[src/rtl/wi23_defs.sv]
// wi23_defs: shared SPART register map, controller state encoding and defaults.
package wi23_defs;
   typedef enum logic [1:0] {
      ADDR_DBUF = 2'd0,
      ADDR_SREG = 2'd1,
      ADDR_DBL  = 2'd2,
      ADDR_DBH  = 2'd3
   } spart_ioaddr_t;
   typedef enum logic [2:0] {INIT_DBL, INIT_DBH, POLL, ARB, RD_RX, WR_TX} spart_ctrl_state_t;
   typedef enum logic {GNT_RX, GNT_TX} grant_t;
   localparam int SREG_TX_MSB = 7;
   localparam int SREG_TX_LSB = 4;
   localparam int SREG_RX_MSB = 3;
   localparam int SREG_RX_LSB = 0;
   localparam logic [15:0] DEF_DIVISOR = 16'd325;
endpackage

[src/rtl/spart_ctrl.sv]
// spart_ctrl: programs the SPART baud divisor, then polls SREG and moves bytes
// between the CPU holding registers and the SPART with round-robin RX/TX arbitration.
module spart_ctrl
   import wi23_defs::*;
#(
   parameter logic [15:0] DIVISOR = DEF_DIVISOR
) (
   input  logic          clk,
   input  logic          rst_n,
   input  logic          cfg_wr,
   input  logic [15:0]   cfg_div,
   input  logic          tx_valid,
   input  logic [7:0]    tx_data,
   output logic          tx_ready,
   output logic          rx_valid,
   output logic [7:0]    rx_data,
   input  logic          rx_ready,
   output logic          spart_cs_n,
   output logic          spart_rw_n,
   output spart_ioaddr_t spart_addr,
   output logic [7:0]    spart_wdata,
   input  logic [7:0]    spart_rdata
);
   spart_ctrl_state_t state_q, state_d;
   grant_t last_q, last_d;
   logic [15:0] div_q, div_d;
   logic [7:0] hold_q, hold_d, rx_data_q, rx_data_d, sreg_q, sreg_d;
   logic pend_q, pend_d, hold_v_q, hold_v_d, rx_v_q, rx_v_d;
   logic acc, wr, rx_ok, tx_ok;
   spart_ioaddr_t addr;
   logic [7:0] wdata;
   assign rx_ok = (sreg_q[SREG_RX_MSB:SREG_RX_LSB] != '0) & !rx_v_q;
   assign tx_ok = (sreg_q[SREG_TX_MSB:SREG_TX_LSB] != '0) & hold_v_q;
   always_comb begin
      state_d   = state_q;
      last_d    = last_q;
      div_d     = cfg_wr ? cfg_div : div_q;
      pend_d    = cfg_wr | (pend_q & state_q != ARB);
      hold_d    = hold_q;
      hold_v_d  = hold_v_q;
      rx_v_d    = rx_v_q & !rx_ready;
      rx_data_d = rx_data_q;
      sreg_d    = sreg_q;
      acc       = 1'b1;
      wr        = 1'b0;
      addr      = ADDR_DBUF;
      wdata     = 8'h00;
      if (tx_valid && !hold_v_q) begin
         hold_d   = tx_data;
         hold_v_d = 1'b1;
      end
      case (state_q)
         INIT_DBL: begin
            wr      = 1'b1;
            addr    = ADDR_DBL;
            wdata   = div_q[7:0];
            state_d = INIT_DBH;
         end
         INIT_DBH: begin
            wr      = 1'b1;
            addr    = ADDR_DBH;
            wdata   = div_q[15:8];
            state_d = POLL;
         end
         POLL: begin
            addr    = ADDR_SREG;
            sreg_d  = spart_rdata;
            state_d = ARB;
         end
         ARB: begin
            acc = 1'b0;
            // a pending reprogram outranks data movement; ties go to the side not served last
            if (pend_q) state_d = INIT_DBL;
            else if (rx_ok && (!tx_ok || last_q == GNT_TX)) begin
               state_d = RD_RX;
               last_d  = GNT_RX;
            end else if (tx_ok) begin
               state_d = WR_TX;
               last_d  = GNT_TX;
            end else state_d = POLL;
         end
         RD_RX: begin
            rx_data_d = spart_rdata;
            rx_v_d    = 1'b1;
            state_d   = POLL;
         end
         WR_TX: begin
            wr       = 1'b1;
            wdata    = hold_q;
            hold_v_d = 1'b0;
            state_d  = POLL;
         end
         default: state_d = INIT_DBL;
      endcase
   end
   // bus gated by rst_n so an access in flight drops the instant reset asserts
   assign spart_cs_n  = !(acc & rst_n);
   assign spart_rw_n  = !(wr & rst_n);
   assign spart_addr  = rst_n ? addr : ADDR_DBUF;
   assign spart_wdata = rst_n ? wdata : 8'h00;
   assign tx_ready    = !hold_v_q;
   assign rx_valid    = rx_v_q;
   assign rx_data     = rx_data_q;
   always_ff @(posedge clk or negedge rst_n)
      if (!rst_n) begin
         state_q   <= INIT_DBL;
         last_q    <= GNT_TX;
         div_q     <= DIVISOR;
         pend_q    <= 1'b0;
         hold_q    <= 8'h00;
         hold_v_q  <= 1'b0;
         rx_v_q    <= 1'b0;
         rx_data_q <= 8'h00;
         sreg_q    <= 8'h00;
      end else begin
         state_q   <= state_d;
         last_q    <= last_d;
         div_q     <= div_d;
         pend_q    <= pend_d;
         hold_q    <= hold_d;
         hold_v_q  <= hold_v_d;
         rx_v_q    <= rx_v_d;
         rx_data_q <= rx_data_d;
         sreg_q    <= sreg_d;
      end
endmodule

[config.mk]
export PLATFORM = sky130hd
export DESIGN_NAME = spart_ctrl
export DESIGN_NICKNAME = d
export VERILOG_FILES = /design/src/rtl/wi23_defs.sv /design/src/rtl/spart_ctrl.sv
export SDC_FILE = /design/constraint.sdc
export NUM_CORES = 1
export LEC_CHECK = 0
export ABC_CLOCK_PERIOD_IN_PS = 1600
export CAP_MARGIN = 20
export CORE_MARGIN = 3
export CORE_UTILIZATION = 43
export CTS_BUF_LIST = sky130_fd_sc_hd__clkbuf_4
export DETAILED_ROUTE_END_ITERATION = 7
export GPL_ROUTABILITY_DRIVEN = 0
export PLACE_DENSITY = 0.71
export SLEW_MARGIN = 40
export SYNTH_ARGS = -nofsm -noshare
export SYNTH_HDL_FRONTEND = slang
export SYNTH_SLANG_ARGS = --single-unit
[constraint.sdc]
create_clock -name clk -period 1.6 [get_ports clk]
set_input_delay 0.4 -clock clk [delete_from_list [all_inputs] [get_ports clk]]
set_output_delay 0.4 -clock clk [all_outputs]
set_load 0.02 [all_outputs]
=== Word-level counts from Yosys, hierarchy flattened ===
Index checks and enable logic that the tools add are counted.

* Flip-flop bits (word level): 47
* Logic and storage cells: 55
* Input bits: 37
* Output and inout bits: 22

* Reduce and logical (&&, ||, !) cells: 17
* Multiplexer cells: 15
* Equal/unequal tests: 6
* Bitwise logic cells: 8

{| class="wikitable"
|+ Operator list
! kind !! count
|-
| case mux 8 bit (3 select lines) || 1
|-
| case mux 3 bit (4 select lines) || 1
|-
| two-way mux 3 bit || 3
|-
| two-way mux 8 bit || 1
|-
| nonzero test 4 bit || 2
|-
| two-way mux 1 bit || 7
|-
| AND 1 bit || 6
|-
| equality test 3 x 2 -> 1 bit, second input constant || 2
|-
| equality test 3 bit, second input constant || 2
|-
| logical NOT 1 bit || 6
|-
| case mux 2 bit (3 select lines) || 1
|-
| OR reduction 3 bit || 2
|-
| nonzero test 2 bit || 2
|-
| equality test 3 x 1 -> 1 bit, second input constant || 1
|-
| logical NOT 3 bit || 1
|-
| != test 3 x 2 -> 1 bit, second input constant || 1
|-
| AND reduction 3 bit || 1
|-
| logical AND 1 bit || 2
|-
| two-way mux 2 bit || 1
|-
| logical OR 1 bit || 1
|-
| inverter 1 bit || 1
|-
| bitwise OR 1 bit || 1
|}

=== Longest topological paths before layout ===
Gate-level depths: netlist of the first run.

* Depth after elaboration: 8
* Gate-level depth with buffers: 5

=== Worst setup path before layout of the first run ===
Ideal clock, no wire load.

* Kind: flip-flop to output port
* From: reg state_q[2]
* To: out spart_addr[0]
* Stages on the path, launching flop included: 5
* Setup slack: 0.053 ns
* Buffers on the path: 2
* Arrival: 1.147 ns
* Required time: 1.200 ns
* Cell sequence: dfrtp_1 > buf_4 > clkbuf_1 > nand2b_1 > nor2_1

* Word-level cells in the longest chain between the ends: 3
* Elaborated cells on any way between the ends: 5

{| class="wikitable"
|+ Ends and longest elaborated chain
! what !! RTL line !! RTL
|-
| start, declared || spart_ctrl.sv:24 || <nowiki>spart_ctrl_state_t state_q, state_d;</nowiki>
|-
| start signal, assigned || spart_ctrl.sv:116 || <nowiki>state_q <= state_d;</nowiki>
|-
| equality test 3 x 2 -> 1 bit, or another cell as far along || spart_ctrl.sv:52 || <nowiki>case (state_q)</nowiki>
|-
| case mux 2 bit (3 select lines) * || spart_ctrl.sv:52 ||
|-
| two-way mux 2 bit * || spart_ctrl.sv:99 || <nowiki>assign spart_addr = rst_n ? addr : ADDR_DBUF;</nowiki>
|-
| end, declared || spart_ctrl.sv:20 || <nowiki>output spart_ioaddr_t spart_addr,</nowiki>
|}

Mark *: on every way between the ends. The rest lies on a longest branch, timed or not.

=== Final worst setup path of the first run ===
* From: reg state_q[0]
* To: out spart_wdata[6]

* Word-level cells in the longest chain between the ends: 3
* Elaborated cells on any way between the ends: 5

{| class="wikitable"
|+ Ends and longest elaborated chain
! what !! RTL line !! RTL
|-
| equality test 3 bit, or another cell as far along || spart_ctrl.sv:52 ||
|-
| case mux 8 bit (3 select lines) * || spart_ctrl.sv:52 ||
|-
| two-way mux 8 bit * || spart_ctrl.sv:100 || <nowiki>assign spart_wdata = rst_n ? wdata : 8'h00;</nowiki>
|-
| end, declared || spart_ctrl.sv:21 || <nowiki>output logic [7:0] spart_wdata,</nowiki>
|}

Marks and branches as above.

==> run_results.csv, run 1 <==
group,metric,value,unit
status,status,"finished, violations left",
status,violations,"negative setup slack",
clocking,cts_tree,"done",
synthesis,ys_types,34,
power,swShare,34.2,%
floorplan,start_util,44.8,%
clocking,path_clk_slew,160,ps
worst_setup_path,worst_setup_path_start_kind,"register",
power,clkPwrFrac,15.2,%
synthesis,synth_fa_ha_area_share,0,%
grt,antenna_found_initial,0,
synthesis,yosys.area_share.xor_xnor,0.409,%
timing,fin_ws,-350,ps
power,seq_power_share,38.4,%
placement,post-place-ws,-403,ps
power,p_switching,1.66,mW
clocking,clk_latency,380,ps
placement,place_hpwl,3500,um
hold_path,min_path_type,"in -> async",
synthesis,syn_inst,164,
worst_setup_path,reg2reg_slack,10,ps
clocking,root_buffer,"clkbuf_4",
synthesis,yosys.area_share.simple,10.4,%
grt,grt_pass1_vias,1760,
grt,grt_pass1_wl,8020,um
clocking,cts_buffers,5,
worst_setup_path,critical_path.max_fanout,5,
power,power.leakage,1.36,nW
synthesis,ys_seq_elements,47,
placement,port_buffers,58,
synthesis,synthMuxAreaShare,24.8,%
synthesis,synth_area,2140,um2
power,vdd_drop_max,676,uV
power,power_density,1580,nW/um2
timing,max_freq,0.513,GHz
floorplan,floorplan.die.height,76.6,um
worst_setup_path,cp.arrival,1550,ps
synthesis,synth_top_family_by_area,"multiplexers",
worst_setup_path,r2r-start,"state_q[0]",
timing,hold_viol_final,0,
layout,insertedDiodeCount,0,
layout,n_fill_cell,364,
synthesis,synth_compound_area_share,5.31,%
timing,worst_pin_slew,513,ps
clocking,cts_buffer_depth,2,
route,dr.pass1.iters,4,
route,num_vias,1548,
route,wl,4790,um
synthesis,yosys_warnings,0,
power,power_frac_comb,46.4,%
layout,final_cell_mix,"40 x mux2_2, 40 x dfrtp_1, 35 x clkdlybuf4s50_1, 16 x buf_4, 15 x buf_6",
worst_setup_path,setup.worst_path.class,"reg -> out",
floorplan,io_pins,59,
clocking,htree_levels,2,
route,drt_iter0_markers,69,
grt,grt_start_max_net_pins,33,
floorplan,die_area,5870,um2
clocking,clkSinkCount,47,
synthesis,synth_seq_area_share,55.2,%
synthesis,synth_fp_nets,201,
route,vias_per_cell,5.01,
worst_setup_path,critPathCaptureType,"output pin",
timing,finalCritPeriodShare,122,%
worst_setup_path,worstRegToRegCells,5,
timing,rsz0062_at_grt,"true",
floorplan,core-area,4790,um2
timing,slew_headroom,65.5,%
layout,drive_above_1_share,43.8,%
layout,layout.nets,278,
grt,track_usage,17.1,%
timing,whs,94.9,ps
timing,clock_skew,21.7,ps
timing,fin_tns_setup,-3290,ps
synthesis,avgSynthCellArea,13.1,um2
layout,syn_to_final_growth,43.5,%
timing,period_needed,1950,ps
worst_setup_path,critPathRequiredTime,1200,ps
floorplan,die_w,76.6,um
grt,grt_overflow_total,0,
route,routedWlPerCell,15.5,um
timing,setup_violations,12,
power,p_int,3.19,mW
worst_setup_path,timing.rr.end,"rx_data[4]",
route,drtAntennaViolNets,0,
run,max-cap-violations,0,
route,drc,0,
floorplan,placement_rows,25,
timing,slew_violations,0,
## timing repair
action | in CTS | in global routing
pin swaps | 13 | 7
gates cloned | 3 | 0
setup endpoints to repair | 30 | 21
hold buffers | 0 | 0
setup buffers | 4 | 0
resized for setup | 99 | 14
## metrics by stage
stage	instance area (um2)	utilization [%]	cells	total power, mW
finish	3080	64.3	309	4.85
global route	3080	64.3	309	5.11
CTS	3060	64.0	310	4.83
detailed placement	2890	60.3	295	3.91
global placement	2890	60.3	295	3.83
floorplan	2140	-	164	3.08
## critical path, cell delays in order, from the launching register on
cell     delay [ps]
dfrtp_2         460
buf_6           150
mux2i_2         150
o21ai_1         140
and2_1          160
buf_6           120
## sequential cells by signal, indices dropped and copies added (netlist names)
signal    count
state_q       3
div_q        16
pend_q        1
rx_data       8
sreg_q        8
hold_v_q      1
hold_q        8
last_q        1
rx_valid      1
## power groups by stage
stage / registers, mW / clock network (mW) / logic, mW
floorplan: 1.91 / 0 / 1.17
global placement: 1.84 / 0 / 2.00
detailed placement: 1.87 / 0 / 2.05
CTS: 1.85 / 0.757 / 2.22
global route: 1.90 / 0.793 / 2.41
finish: 1.86 / 0.739 / 2.25
## cell usage after synthesis
cell type	count	area, um2
o21ai_0	8	40.0
clkbuf_1	3	11.3
nand2_1	2	7.51
a21o_1	2	15.0
nand3b_1	1	7.51
buf_2	4	20.0
nor3b_4	1	18.8
dfrtp_1	42	1050
dfstp_2	5	131
nor3_4	1	16.3
and2_1	8	50.1
nor2_1	4	15.0
nand2b_1	2	12.5
o21a_1	2	15.0
xnor2_1	1	8.76
buf_6	2	22.5
nor4_1	1	6.26
nand3_1	8	40.0
nor3b_1	1	7.51
o41ai_1	1	8.76
and3_1	2	12.5
a31oi_1	1	6.26
a211oi_1	1	7.51
mux2i_1	8	80.1
nand4bb_1	1	11.3
nor3_1	1	5.00
mux2_2	40	450
or4_1	1	7.51
o22ai_1	1	6.26
o31ai_1	2	15.0
nor2b_1	1	6.26
buf_4	2	15.0
inv_1	3	11.3
inv_2	1	3.75
## worst max path at each step
| stage | endpoint | start | cells after the start | slack [ps] |
|---|---|---|---|---|
| after floorplan | spart_addr[0] | state_q[2] | 4 | 50 |
| after global placement | spart_wdata[6] | state_q[0] | 5 | -370 |
| after detailed placement | spart_wdata[7] | state_q[0] | 5 | -400 |
| after CTS | spart_wdata[6] | state_q[0] | 5 | -390 |
| after global routing | spart_wdata[5] | state_q[0] | 5 | -400 |
| final | spart_wdata[6] | state_q[0] | 5 | -350 |
## routing by layer
metal	routed length [um]	global-route usage [%]
met5	0	0
met4	126	8.33
met3	263	4.49
met2	2450	29.9
met1	1950	19.2
## area by class of cell
class	instances	area, um2	area share, %
flip-flops and latches	47	1180	38.5
multi-input cells	102	918	29.8
repair buffers	81	790	25.7
well taps	67	83.8	2.72
clock buffers	5	37.5	1.22
inverters	4	15.0	0.488
clock inverters	3	47.5	1.55
## cells by family after synthesis
| group | Yosys count |
|---|---|
| compound gates | 18 |
| mux | 48 |
| simple gates | 35 |
| flops | 47 |
| xor+xnor | 1 |
| buf+inv | 15 |
No activity file was read; power rests on OpenSTA's default activity.
==> run 2, diff against run 1 <==
--- a/config.mk
+++ b/config.mk
@@ -13,7 +13,7 @@
 export DETAILED_ROUTE_END_ITERATION = 7
 export GPL_ROUTABILITY_DRIVEN = 0
 export PLACE_DENSITY = 0.71
-export SLEW_MARGIN = 40
+export SLEW_MARGIN = 20
 export SYNTH_ARGS = -nofsm -noshare
 export SYNTH_HDL_FRONTEND = slang
 export SYNTH_SLANG_ARGS = --single-unit
==> results of run 2 <==
No change in the layout: final DEF, timing and power equal those of run 1.
==> run 3, diff against run 2 <==
--- a/config.mk
+++ b/config.mk
@@ -7,12 +7,14 @@
 export LEC_CHECK = 0
 export ABC_CLOCK_PERIOD_IN_PS = 1600
 export CAP_MARGIN = 20
+export CELL_PAD_IN_SITES_DETAIL_PLACEMENT = 1
+export CELL_PAD_IN_SITES_GLOBAL_PLACEMENT = 1
 export CORE_MARGIN = 3
-export CORE_UTILIZATION = 43
+export CORE_UTILIZATION = 39
 export CTS_BUF_LIST = sky130_fd_sc_hd__clkbuf_4
 export DETAILED_ROUTE_END_ITERATION = 7
 export GPL_ROUTABILITY_DRIVEN = 0
-export PLACE_DENSITY = 0.71
+export PLACE_DENSITY = 0.79
 export SLEW_MARGIN = 20
 export SYNTH_ARGS = -nofsm -noshare
 export SYNTH_HDL_FRONTEND = slang
==> run_results.csv, run 3 (synthesis results as in run 1) <==
group,metric,value,unit
power,p_total,5.01,mW
clocking,cts_buffer_depth,2,
route,vias_per_cell,5.23,
timing,rsz0062_at_grt,"true",
route,wl,6480,um
worst_setup_path,cp.arrival,1590,ps
worst_setup_path,worst_setup_path_start_kind,"register",
grt,grt_overflow_total,0,
timing,fin_ws,-388,ps
clocking,root_buffer,"clkbuf_4",
timing,clock_skew,14.1,ps
status,violations,"negative setup slack",
clocking,cts_buffers,5,
route,drt_iter0_markers,83,
worst_setup_path,critPathRequiredTime,1200,ps
worst_setup_path,critical_path.max_fanout,7,
worst_setup_path,critPathMaxStageDelay,490,ps
timing,max_freq,0.503,GHz
floorplan,die_area,6420,um2
clocking,clkSinkCount,47,
floorplan,placement_rows,26,
timing,setup_violations,12,
route,drtAntennaViolNets,0,
power,clkPwrFrac,14.0,%
worst_setup_path,crit_path_top_delay_cell,"dfrtp_2",
hold_path,min_path_type,"in -> async",
placement,placed_cells,296,
layout,top_register,"div_q",
placement,post-place-ws,-419,ps
worst_setup_path,path_buf_inv,2,
run,max-cap-violations,0,
layout,syn_to_final_growth,47.9,%
route,drc,0,
grt,grt_pass1_wl,9970,um
route,num_vias,1653,
route,dr.pass1.iters,4,
worst_setup_path,setup.worst_path.class,"reg -> out",
power,p_int,3.22,mW
floorplan,core-area,5200,um2
clocking,cts_tree,"done",
clocking,clk_latency,360,ps
timing,period_needed,1990,ps
route,routedWlPerCell,20.5,um
timing,whs,152,ps
clocking,path_clk_slew,140,ps
layout,insertedDiodeCount,0,
timing,slew_violations,0,
clocking,htree_levels,2,
power,vdd_drop_max,750,uV
worst_setup_path,critPathCaptureType,"output pin",
worst_setup_path,cp_top_family,"flip-flops",
layout,layout.nets,282,
placement,place_hpwl,4370,um
timing,finalCritPeriodShare,124,%
power,swShare,35.6,%
grt,grt_pass1_vias,1868,
timing,hold_viol_final,0,
placement,port_buffers,58,
layout,final_cell_mix,"40 x mux2_2, 40 x dfrtp_1, 35 x clkdlybuf4s50_1, 16 x buf_6, 15 x buf_4",
floorplan,io_pins,59,
status,status,"finished, violations left",
power,power.leakage,1.39,nW
floorplan,die_w,80.1,um
grt,grt_start_max_net_pins,29,
power,power_frac_comb,48.1,%
floorplan,floorplan.die.height,80.1,um
grt,antenna_found_initial,0,
layout,drive_above_1_share,44.7,%
layout,stdcell_count,316,
timing,fin_tns_setup,-4020,ps
grt,track_usage,20.9,%
layout,largest_register_ffs,16,
floorplan,start_util,41.2,%
power,seq_power_share,38.0,%
power,p_switching,1.78,mW
timing,slew_headroom,70.0,%
timing,worst_pin_slew,449,ps
power,power_density,1580,nW/um2
worst_setup_path,crit_path_cell_trace,"buf_12, mux2i_1, o21ai_1, and2_4, buf_6",
-- run 3: changes by cell type in the layout (fill, tap and decap cells not counted), sizes merged --
cell / delta
and3: +1
buf: +1
clkbuf: -2
clkdlybuf4s15: +1
clkinv: +1
dlygate4sd2: +1
dlygate4sd3: +2
inv: -1
-- run 3: final cells by class --
| cell class | count | area [um2] |
|---|---|---|
| Tap cell | 70 | 87.6 |
| Clock buffer | 5 | 37.5 |
| Inverter | 4 | 15.0 |
| Fill cell | 517 | 2030 |
| Sequential cell | 47 | 1180 |
| Multi-Input combinational cell | 103 | 948 |
| Clock inverter | 3 | 38.8 |
| Timing Repair Buffer | 84 | 858 |
-- run 3: per-stage QoR --
stage | utilization [%] | area, um2
detailed placement | 55.5 | 2890
global placement | 55.5 | 2890
floorplan | - | 2140
CTS | 59.4 | 3090
finish | 60.9 | 3170
global route | 60.9 | 3170
-- run 3: per-layer routing --
metal,vias up,routed length (um),global-route usage (%)
met5,-,0,0
met2,56,3580,40.4
met4,0,135,5.57
li1,748,-,-
met3,9,265,5.04
met1,840,2490,22.4
-- run 3: timing repair --
action,in CTS,in global routing
cloned,1,1
gates resized for setup,98,20
setup endpoints to repair,22,25
pin swaps,10,10
hold endpoints to repair,17,0
hold buffers,2,0
setup buffers,3,6
-- run 3: worst paths after layout --
| kind | from | endpoint | slack [ps] | cells past startpoint |
|---|---|---|---|---|
| max | state_q[0] | spart_wdata[0] | -390 | 5 |
| min | rst_n | div_q[6] | 150 | 2 |
| max reg2reg | state_q[2] | state_q[0] | 60 | 4 |
| min reg2reg | rx_data[0] | rx_data[0] | 510 | 1 |
| max in group asynchronous | rst_n | div_q[12] | 580 | 3 |
| min in group clk | rx_data[0] | rx_data[0] | 510 | 1 |
-- run 3: power by group through the flow --
stage	sequential, mW	combinational, mW	clock, mW
floorplan	1.91	1.17	0
global placement	1.85	2.00	0
detailed placement	1.89	2.09	0
CTS	1.89	2.30	0.729
global route	1.95	2.56	0.774
finish	1.90	2.41	0.701
